===== config.mk =====
export PLATFORM = sky130hd
export DESIGN_NAME = shift_rows_pipe
export DESIGN_NICKNAME = d
export VERILOG_FILES = /design/src/rtl/shift_rows_pipe.sv
export SDC_FILE = /design/constraint.sdc
export NUM_CORES = 1
export LEC_CHECK = 0
export CAP_MARGIN = 10
export CORE_MARGIN = 5
export CORE_UTILIZATION = 44
export CTS_BUF_LIST = sky130_fd_sc_hd__clkbuf_8
export DETAILED_ROUTE_END_ITERATION = 8
export MAX_ROUTING_LAYER = met4
export PLACE_DENSITY = 0.83
export REMOVE_ABC_BUFFERS = 1
export SLEW_MARGIN = 15
export SYNTH_ARGS = -nofsm -noshare
export SYNTH_HDL_FRONTEND = slang
export SYNTH_SLANG_ARGS = --single-unit

===== constraint.sdc =====
create_clock -name clk -period 8.4 [get_ports clk]
set_input_delay 0.84 -clock clk [delete_from_list [all_inputs] [get_ports clk]]
set_output_delay 0.84 -clock clk [all_outputs]
set_load 0.02 [all_outputs]

===== src/rtl/shift_rows_pipe.sv =====
// -----------------------------------------------------------------------------
// shift_rows_pipe
//
// Pipelined Rijndael ShiftRows / InvShiftRows stage for Nb = 4, 6 or 8 columns.
// The byte permutation is combinational on the input side and is captured into
// stage 1. Stages 2..STAGES are plain register slices. A valid/ready handshake
// on both sides lets the round pipeline stall without dropping beats.
//
// Parameters:
//   NB      state columns (4, 6 or 8)
//   STAGES  register stages, 1..4 (latency in cycles)
//   DATA_W  derived state width, 32*NB (fixed)
//
// Ports:
//   clk        clock, rising edge
//   rst        synchronous active-high reset
//   in_valid   input beat present
//   in_ready   block can accept a beat this cycle
//   in_inv     0 = ShiftRows, 1 = InvShiftRows, travels with the beat
//   in_data    state, row-major, byte 0 at the MSB
//   out_valid  output beat present
//   out_ready  downstream accepts the beat
//   out_inv    mode bit carried alongside the beat
//   out_data   permuted state, row-major
// -----------------------------------------------------------------------------
module shift_rows_pipe #(
    parameter  int NB     = 4,
    parameter  int STAGES = 1,
    localparam int DATA_W = 32 * NB
) (
    input  logic              clk,
    input  logic              rst,
    input  logic              in_valid,
    output logic              in_ready,
    input  logic              in_inv,
    input  logic [DATA_W-1:0] in_data,
    output logic              out_valid,
    input  logic              out_ready,
    output logic              out_inv,
    output logic [DATA_W-1:0] out_data
);

    generate
        if (!(NB == 4 || NB == 6 || NB == 8)) begin : g_bad_nb
            $error("shift_rows_pipe: NB must be 4, 6 or 8");
        end
        if (STAGES < 1 || STAGES > 4) begin : g_bad_stages
            $error("shift_rows_pipe: STAGES must be in 1..4");
        end
    endgenerate

    // Rijndael row offsets: 0,1,2,3 for Nb 4/6; 0,1,3,4 for Nb 8.
    function automatic int row_offset(input int r);
        if (NB == 8)
            return (r < 2) ? r : r + 1;
        else
            return r;
    endfunction

    // ------------------------------------------------------------------
    // Combinational permutation. Both directions are pure wiring; the
    // per-beat mode bit only selects between them.
    // ------------------------------------------------------------------
    logic [DATA_W-1:0] fwd_data;
    logic [DATA_W-1:0] inv_data;
    logic [DATA_W-1:0] perm_data;

    genvar gi, gj;
    generate
        for (gi = 0; gi < 4; gi++) begin : g_row
            for (gj = 0; gj < NB; gj++) begin : g_col
                localparam int DST     = gi * NB + gj;
                localparam int SRC_FWD = gi * NB + (gj + row_offset(gi)) % NB;
                localparam int SRC_INV = gi * NB + (gj - row_offset(gi) + NB) % NB;
                assign fwd_data[DATA_W-1-8*DST -: 8] = in_data[DATA_W-1-8*SRC_FWD -: 8];
                assign inv_data[DATA_W-1-8*DST -: 8] = in_data[DATA_W-1-8*SRC_INV -: 8];
            end
        end
    endgenerate

    assign perm_data = in_inv ? inv_data : fwd_data;

    // ------------------------------------------------------------------
    // Pipeline registers, stage 1 is closest to the input.
    // ------------------------------------------------------------------
    logic              valid_reg [1:STAGES];
    logic              inv_reg   [1:STAGES];
    logic [DATA_W-1:0] data_reg  [1:STAGES];
    logic [STAGES:1]   load_vec;

    // A stage may load when it is empty or when whatever sits downstream of it
    // can take its current contents. The chain is evaluated from the output
    // back, so a full pipe with out_ready high moves every stage at once and
    // fill/drain happen in the same cycle without a bubble. in_valid never
    // enters this chain.
    always_comb begin : ready_chain
        logic downstream_rdy;
        downstream_rdy = out_ready;
        load_vec       = '0;
        for (int i = STAGES; i >= 1; i--) begin
            load_vec[i]    = !valid_reg[i] || downstream_rdy;
            downstream_rdy = load_vec[i];
        end
    end

    assign in_ready = load_vec[1];

    generate
        for (gi = 1; gi <= STAGES; gi++) begin : g_stage
            logic              up_valid;
            logic              up_inv;
            logic [DATA_W-1:0] up_data;

            if (gi == 1) begin : g_src
                assign up_valid = in_valid;
                assign up_inv   = in_inv;
                assign up_data  = perm_data;
            end else begin : g_src
                assign up_valid = valid_reg[gi-1];
                assign up_inv   = inv_reg[gi-1];
                assign up_data  = data_reg[gi-1];
            end

            // Loading an empty upstream slot clears this stage's valid, which
            // is how a stage empties once it has drained. Payload is only
            // overwritten by a real beat, so a held output never changes.
            always_ff @(posedge clk) begin
                if (rst) begin
                    valid_reg[gi] <= 1'b0;
                    inv_reg[gi]   <= 1'b0;
                    data_reg[gi]  <= '0;
                end else if (load_vec[gi]) begin
                    valid_reg[gi] <= up_valid;
                    if (up_valid) begin
                        inv_reg[gi]  <= up_inv;
                        data_reg[gi] <= up_data;
                    end
                end
            end
        end
    endgenerate

    assign out_valid = valid_reg[STAGES];
    assign out_inv   = inv_reg[STAGES];
    assign out_data  = data_reg[STAGES];

endmodule


==> reports/results.ini, run 1 <==
[sta]
fin_crit_sh_pct = 43.7
fmax_ghz = 0.273
worst_pin_slew_ps = 1090
finalHoldWorstSlack_ps = 1090
finalClockSkew_ps = 6.32
setup_viol = 0
min_period_ps = 3670
relSlewSlack_pct = 27.4
slew_viol_final = 0
rsz0062_at_grt = false
finalHoldViolCount = 0

[cells_and_area]
final_common_cell = clkdlybuf4s50_1
final_util_pct = 66.0
syn_to_final_growth_pct = 48.9
nFillCells = 1025
largest_reg_flops = 128
final_cell_mix = 262 x clkdlybuf4s50_1, 130 x edfxtp_1, 64 x mux2i_1
drive_above_1_share_pct = 18.0
nets = 748
antenna_cells = 0
finish.instance_area_mm2 = 0.00905

[clocking]
cts_setup_buffers = 0
clk_pin_slew_ps = 70
cts_tree = done
cts_hold_buf = 0
numCtsBuffers = 17
cts_sinks = 130
insertion_delay_ps = 430
ctsResizeCount = 0
cts_max_path_buffers = 2
htree_levels = 4
cts_root_buf = clkbuf_8

[synthesis]
synth_cells = 365
synthAdderAreaFrac_pct = 0
ys_seq_elements = 130
synthSimpleGateAreaFrac_pct = 20.3
synthTopCellsByArea = edfxtp_1 64%, mux2i_1 11%, nor3_2 9.7%
synth-xor-area-share_pct = 0
synth_top_family_by_area = simple AND/OR/NAND/NOR gates
synth_top_area_cell = edfxtp_1
synth_compound_area_share_pct = 0.124
muxShareOfSynthArea_pct = 10.5
synth-warning-count = 0
syn_avg_cell_area_um2 = 16.6
ys_types = 16
synth_top_area_share_pct = 64.3
ys_seq_area_share_pct = 64.3
syn-cell-area_mm2 = 0.00608

[global_route]
grt_pass1_wl_mm = 22.5
antenna_found_initial = 0
grt_overflow = 0
grt_start_max_net_pins = 80
grt_pass1_vias = 4341
grt.total_usage_pct = 18.6

[critical_path]
cp_data_arrival_time_ps = 2830
r2r-start = valid_reg[1]
startpoint = out_ready
reg2regPathDepth = 5
rrSetupSlack_ps = 5420
required_ps = 7560
path_max_fanout = 59
startpoint_type = input port
r2r_end = data_reg[1][106]
critical_path_class = input port to output pin
worstSetupEndpointType = output pin

[power_and_ir_drop]
internal_power_uw = 1190
power_leakage_uw = 0.00327
power_frac_clock_pct = 30.3
power_density_mw_per_mm2 = 178
power_switching_uw = 413
irDropWorstVdd_v = 0.000138
p_comb_share_pct = 20.8
p_seq_share_pct = 48.9
power.share.switching_pct = 25.7
totalPowerFinal_uw = 1610

[floorplan]
ioPinCount = 264
dieWidth_um = 128
initial_core_util_pct = 44.3
die_y_um = 128
std_cell_rows = 43
dieArea_mm2 = 0.0163
coreArea_mm2 = 0.0137

[drt]
ant_nets = 0
vias = 4072
viasPerCell = 5.05
drt_wl_total_mm = 15.0
wl_per_cell_um = 18.6
first_pass_iters = 4
drtIter0Drc = 242
drcViolationCount = 0

[flow_run]
drv_cap = 0

[min_path]
hold_depth = 2
whs_endpoint = data_reg[1][55]
hp-start = in_data[39]
holdCritPathClass = input port to register

[run_status]
status = finished, final reports clean

[place]
place_area_mm2 = 0.00869
place_congestion = 0.760
place_hpwl_mm = 10.4
portBuffers = 263

[worst max path at each step]
stage                            end  slack, ps  depth (start not counted)
floorplan             data_reg[1][0]      -2850                          3
global placement     data_reg[1][63]       4610                          6
detailed placement  data_reg[1][106]       4540                          6
CTS                         in_ready       4730                          5
global route                in_ready       4610                          5
finish                      in_ready       4730                          5
[layer usage]
metal	share of wire [%]	global-route usage, %	wire (um)
met1	36	19.4	5470
met2	52	31.2	7880
met3	8.5	6.94	1280
met4	2.8	8.71	417
met5	0	-	0
[worst max-delay path, cell delays in order]
cell and delay (ps):
clkdlybuf4s50_1 440, nor2b_4 110, buf_4 640, inv_1 190, clkdlybuf4s50_1 590
[cell usage after synthesis (all sizes together)]
library cell	instances
edfxtp	130
nor3b	65
mux2i	64
nor3	64
buf	33
clkbuf	3
nand2b	2
a21o	1
inv	1
nor2	1
nor2b	1
[power groups by stage]
stage | clock network [uW] | registers, uW | logic (uW)
2_1_floorplan | 0 | 870 | 76.8
3_3_place_gp | 0 | 799 | 331
3_5_place_dp | 0 | 801 | 337
4_1_cts | 502 | 787 | 339
5_1_grt | 536 | 790 | 353
6_report | 487 | 786 | 335
[area by class of cell]
class / instances / area, um2 / share of cell area, %
clock buffers: 17 / 234 / 2.59
inverters: 1 / 3.75 / 0.0415
clock inverters: 14 / 125 / 1.38
well taps: 180 / 225 / 2.49
repair buffers: 267 / 2660 / 29.4
multi-input cells: 198 / 1900 / 21.0
flip-flops and latches: 130 / 3900 / 43.1
[kinds of logic (layout without fill, tap and decap cells)]
group | Yosys count | after routing
AO/OA/AOI/OAI | 1 | 1
buffers and inverters | 37 | 299
flip-flops | 130 | 130
multiplexers | 64 | 64
AND/OR/NAND/NOR | 133 | 133
[metrics by stage]
| step | cells | TNS, ps | setup WS (ps) |
|---|---|---|---|
| 6_report | 807 | 0 | 4730 |
| 5_1_grt | 807 | 0 | 4610 |
| 4_1_cts | 807 | 0 | 4730 |
| 3_5_place_dp | 776 | 0 | 4540 |
| 3_3_place_gp | 776 | 0 | 4610 |
| 2_1_floorplan | 329 | -368370 | -2850 |
Note: power is estimated with default switching activity, not from simulation.
==> run 2, diff against run 1 <==
==> constraint.sdc (replaced) <==
create_clock -name clk -period 3.85 [get_ports clk]
set_input_delay 0.385 -clock clk [delete_from_list [all_inputs] [get_ports clk]]
set_output_delay 0.385 -clock clk [all_outputs]
set_load 0.02 [all_outputs]
==> run 2 against run 1 <==
Against the previous run: die area did not move; total power rose by 120%; via count fell by 0.71%; worst setup slack got worse by 3000 ps; hold slack got worse by 460 ps; sequential power rose by 120%; combinational power rose by 120%; flip-flop and latch count did not move.
==> reports/results.ini, run 2 (synthesized netlist as in run 1, its figures left out) <==
[min_path]
whs_endpoint = data_reg[1][114]
hold_depth = 2
holdCritPathClass = input port to register
hp-start = in_data[114]

[cells_and_area]
largest_reg_flops = 128
antenna_cells = 0
final_cell_mix = 262 x clkdlybuf4s50_1, 130 x edfxtp_1, 64 x mux2i_1
syn_to_final_growth_pct = 49.2
final_util_pct = 66.1
nets = 748
final_common_cell = clkdlybuf4s50_1
finalNonFillerCells = 806
drive_above_1_share_pct = 17.4

[sta]
finalHoldWorstSlack_ps = 632
min_period_ps = 2110
rsz0062_at_grt = false
fin_ws_ps = 1740
relSlewSlack_pct = 27.9
finalHoldViolCount = 0
setup_viol = 0
finalClockSkew_ps = 10.1
worst_pin_slew_ps = 1080
fmax_ghz = 0.474
fin_crit_sh_pct = 54.8
slew_viol_final = 0

[critical_path]
worstSetupEndpointType = output pin
r2r-start = valid_reg[1]
critical_path_class = register to output pin
rrSetupSlack_ps = 1970
reg2regPathDepth = 4
r2r_end = data_reg[1][25]
startpoint_type = register
path_max_fanout = 2
required_ps = 3460
cp_data_arrival_time_ps = 1730

[clocking]
cts_setup_buffers = 0
cts_root_buf = clkbuf_8
insertion_delay_ps = 430
cts_hold_buf = 0
cts_max_path_buffers = 2
htree_levels = 4
clk_pin_slew_ps = 70
numCtsBuffers = 17
cts_tree = done
ctsResizeCount = 0
cts_sinks = 130

[drt]
drtIter0Drc = 279
viasPerCell = 5.02
vias = 4043
ant_nets = 0
wl_per_cell_um = 18.5
drt_wl_total_mm = 14.9
drcViolationCount = 0
first_pass_iters = 6

[place]
portBuffers = 263
place_hpwl_mm = 10.2
place_congestion = 0.762
place_ws_ps = 1590
dp_cells = 776

[floorplan]
std_cell_rows = 43
die_y_um = 128
coreArea_mm2 = 0.0137
initial_core_util_pct = 44.3
ioPinCount = 264
dieWidth_um = 128
dieArea_mm2 = 0.0163

[power_and_ir_drop]
power_switching_uw = 879
p_seq_share_pct = 49.3
internal_power_uw = 2600
p_comb_share_pct = 21.2
power_density_mw_per_mm2 = 384
irDropWorstVdd_v = 0.000195
power_frac_clock_pct = 29.6
power_leakage_uw = 0.00328
power.share.switching_pct = 25.3

[flow_run]
drv_cap = 0

[global_route]
grt_start_max_net_pins = 132
grt_pass1_vias = 4261
grt_pass1_wl_mm = 22.5
grt_overflow = 0
antenna_found_initial = 0
grt.total_usage_pct = 18.6

[run_status]
status = finished, final reports clean

[run 2: cell count changes in the layout (fill, tap and decap cells not counted), sizes merged]
| cell | change |
|---|---|
| clkinv | +1 |
| inv | +1 |
| clkinvlp | -3 |
[run 2: metrics by stage]
step	setup TNS [ps]	total power, uW	area, um2
after floorplan	-1383220	2070	5790
after global placement	0	2470	8730
after detailed placement	0	2490	8730
after global routing	0	3620	9070
after CTS	0	3520	9070
final	0	3480	9070
[run 2: power groups by stage]
stage | Combinational (uW) | Clock (uW) | Sequential (uW)
CTS | 744 | 1070 | 1720
finish | 736 | 1030 | 1710
detailed placement | 742 | 0 | 1750
global placement | 728 | 0 | 1740
global route | 776 | 1120 | 1720
floorplan | 168 | 0 | 1900
[run 2: worst max-delay path by stage]
| stage | to | cells past startpoint | startpoint | slack, ps |
|---|---|---|---|---|
| finish | in_ready | 3 | valid_reg[1] | 1740 |
| global route | in_ready | 3 | valid_reg[1] | 1670 |
| CTS | in_ready | 3 | valid_reg[1] | 1690 |
| detailed placement | data_reg[1][4] | 5 | out_ready | 1590 |
| global placement | data_reg[1][11] | 5 | out_ready | 1660 |
| floorplan | data_reg[1][0] | 3 | valid_reg[1] | -6980 |
[run 2: final cells by class]
class | instances | area, um2
clock inverters | 13 | 105
flip-flops and latches | 130 | 3900
clock buffers | 17 | 234
inverters | 1 | 3.75
well taps | 180 | 225
multi-input cells | 198 | 1900
repair buffers | 267 | 2700
fillers | 977 | 4650
[run 2: metal layers]
| metal | wire length [um] | track usage [%] | share of wire (%) |
|---|---|---|---|
| met2 | 7660 | 30.6 | 51 |
| met1 | 5670 | 20.5 | 38 |
| met3 | 1210 | 6.86 | 8.1 |
| met4 | 348 | 7.32 | 2.3 |
| met5 | 0 | - | 0 |
[run 2: critical path: stages, from the launching register on]
cell	delay [ps]
edfxtp_1	420
nor2b_4	160
inv_1	90
clkdlybuf4s50_1	620
==> run 3, diff against run 2 <==
--- a/config.mk
+++ b/config.mk
@@ -7,11 +7,11 @@
 export LEC_CHECK = 0
 export CAP_MARGIN = 10
 export CORE_MARGIN = 5
-export CORE_UTILIZATION = 44
+export CORE_UTILIZATION = 40
 export CTS_BUF_LIST = sky130_fd_sc_hd__clkbuf_8
 export DETAILED_ROUTE_END_ITERATION = 8
 export MAX_ROUTING_LAYER = met4
-export PLACE_DENSITY = 0.83
+export PLACE_DENSITY = 0.8
 export REMOVE_ABC_BUFFERS = 1
 export SLEW_MARGIN = 15
 export SYNTH_ARGS = -nofsm -noshare
==> constraint.sdc (replaced) <==
create_clock -name clk -period 1.9 [get_ports clk]
set_input_delay 0.19 -clock clk [delete_from_list [all_inputs] [get_ports clk]]
set_output_delay 0.19 -clock clk [all_outputs]
set_load 0.02 [all_outputs]
==> run 3 against run 2 <==
Against the previous run: final cell count rose by 2.4%; highest routed layer unchanged; utilization is 4.7 points lower; worst setup slack got worse by 1400 ps; first-iteration DRC count fell by 27%; clock-buffer cell count unchanged; non-clock buffer count rose by 9.
==> reports/results.ini, run 3 (synthesized netlist as in run 1, its figures left out) <==
[cells_and_area]
finish.instance_area_mm2 = 0.00923
antenna_cells = 0
drive_above_1_share_pct = 19.0
syn_to_final_growth_pct = 51.9
multi_input_area_mm2 = 0.00190
largest_reg_flops = 128
final_cell_mix = 261 x clkdlybuf4s50_1, 130 x edfxtp_1, 64 x mux2i_1
nFillCells = 1148
final_common_cell = clkdlybuf4s50_1
regArea_mm2 = 0.00390
final_util_pct = 61.4
nets = 757

[critical_path]
rrSetupSlack_ps = 290
path_cells = clkdlybuf4s50_1
startpoint = data_reg[1][0]
worstSetupEndpointType = output pin
critPathBufInv = 1
startpoint_type = register
reg2regPathDepth = 3
critical_path.top_delay_family = buffers and inverters
path_max_fanout = 1
slowest_stage = clkdlybuf4s50_1
r2r-start = valid_reg[1]
required_ps = 1710
cp_data_arrival_time_ps = 1420
cpPeakStageDelay_ps = 650
r2r_end = data_reg[1][2]
critical_path_class = register to output pin

[sta]
finalHoldWorstSlack_ps = 443
min_period_ps = 1610
setup_viol = 0
rsz0062_at_grt = false
worst_pin_slew_ps = 722
finalHoldViolCount = 0
finalClockSkew_ps = 6.82
relSlewSlack_pct = 51.9
fin_crit_sh_pct = 84.7
fmax_ghz = 0.622
slew_viol_final = 0
tns_ps = 0

[place]
place_congestion = 0.787
portBuffers = 263
place_area_mm2 = 0.00887
place_hpwl_mm = 11.1

[drt]
wl_per_cell_um = 18.4
viasPerCell = 4.98
drcViolationCount = 0
ant_nets = 0
vias = 4105
first_pass_iters = 4
drtIter0Drc = 204
drt_wl_total_mm = 15.2

[min_path]
holdCritPathClass = input port to register
hp-start = in_data[113]
hold_depth = 2
whs_endpoint = data_reg[1][113]

[global_route]
grt.total_usage_pct = 17.4
grt_pass1_wl_mm = 23.3
grt_pass1_vias = 4411
antenna_found_initial = 0
grt_start_max_net_pins = 118
grt_overflow = 0

[clocking]
cts_sinks = 130
clk_pin_slew_ps = 80
cts_hold_buf = 0
cts_root_buf = clkbuf_8
cts_tree = done
insertion_delay_ps = 420
htree_levels = 4
numCtsBuffers = 17
cts_max_path_buffers = 2

[flow_run]
drv_cap = 0

[floorplan]
ioPinCount = 264
std_cell_rows = 45
dieArea_mm2 = 0.0178
die_y_um = 133
coreArea_mm2 = 0.0150
initial_core_util_pct = 40.4
dieWidth_um = 133

[run_status]
status = finished, final reports clean

[power_and_ir_drop]
totalPowerFinal_uw = 7150
irDropWorstVdd_v = 0.000413
power_density_mw_per_mm2 = 775
power_leakage_uw = 0.00335

-- run 3: cell types whose count changed in the layout (fill, tap and decap cells not counted), sizes merged --
| cell | delta |
|---|---|
| clkinv | -1 |
| clkdlybuf4s50 | -1 |
| dlygate4sd2 | +1 |
| clkinvlp | +3 |
| buf | +9 |
-- run 3: power by group --
part / switching, uW / total [uW] / internal, uW
registers: 64.8 / 3470 / 3410
clock network: 1030 / 2160 / 1130
logic: 742 / 1520 / 779
-- run 3: cell type report --
type / instances / share of cell area (%)
well taps: 188 / 2.55
repair buffers: 276 / 30.6
clock inverters: 15 / 1.38
clock buffers: 17 / 2.54
inverters: 1 / 0.0407
flip-flops and latches: 130 / 42.3
multi-input cells: 198 / 20.6
-- run 3: how the worst max path moves through the flow --
stage,end,slack [ps],depth (start not counted)
6_report,out_data[0],290,1
5_1_grt,in_ready,200,3
4_1_cts,in_ready,260,3
3_5_place_dp,data_reg[1][2],70,4
3_3_place_gp,data_reg[1][4],130,4
2_1_floorplan,data_reg[1][0],-8930,3
-- run 3: through the flow --
stage          setup slack [ps]  std cells
4_1_cts                     256        825
5_1_grt                     202        825
2_1_floorplan             -8930        329
3_5_place_dp               69.9        793
3_3_place_gp                130        793
6_report                    291        825
-- run 3: what timing repair did --
action | CTS | global route
buffers inserted | 0 | 0
setup endpoints to repair | 1 | 0
resized for setup | 1 | 0
-- run 3: routing by layer --
metal | vias to the layer above | part of all wire (%) | track usage, %
met5 | - | 0 | -
met4 | 0 | 2.3 | 6.80
met3 | 25 | 8.4 | 6.50
met2 | 175 | 52 | 29.5
met1 | 1979 | 37 | 18.3
li1 | 1926 | - | -
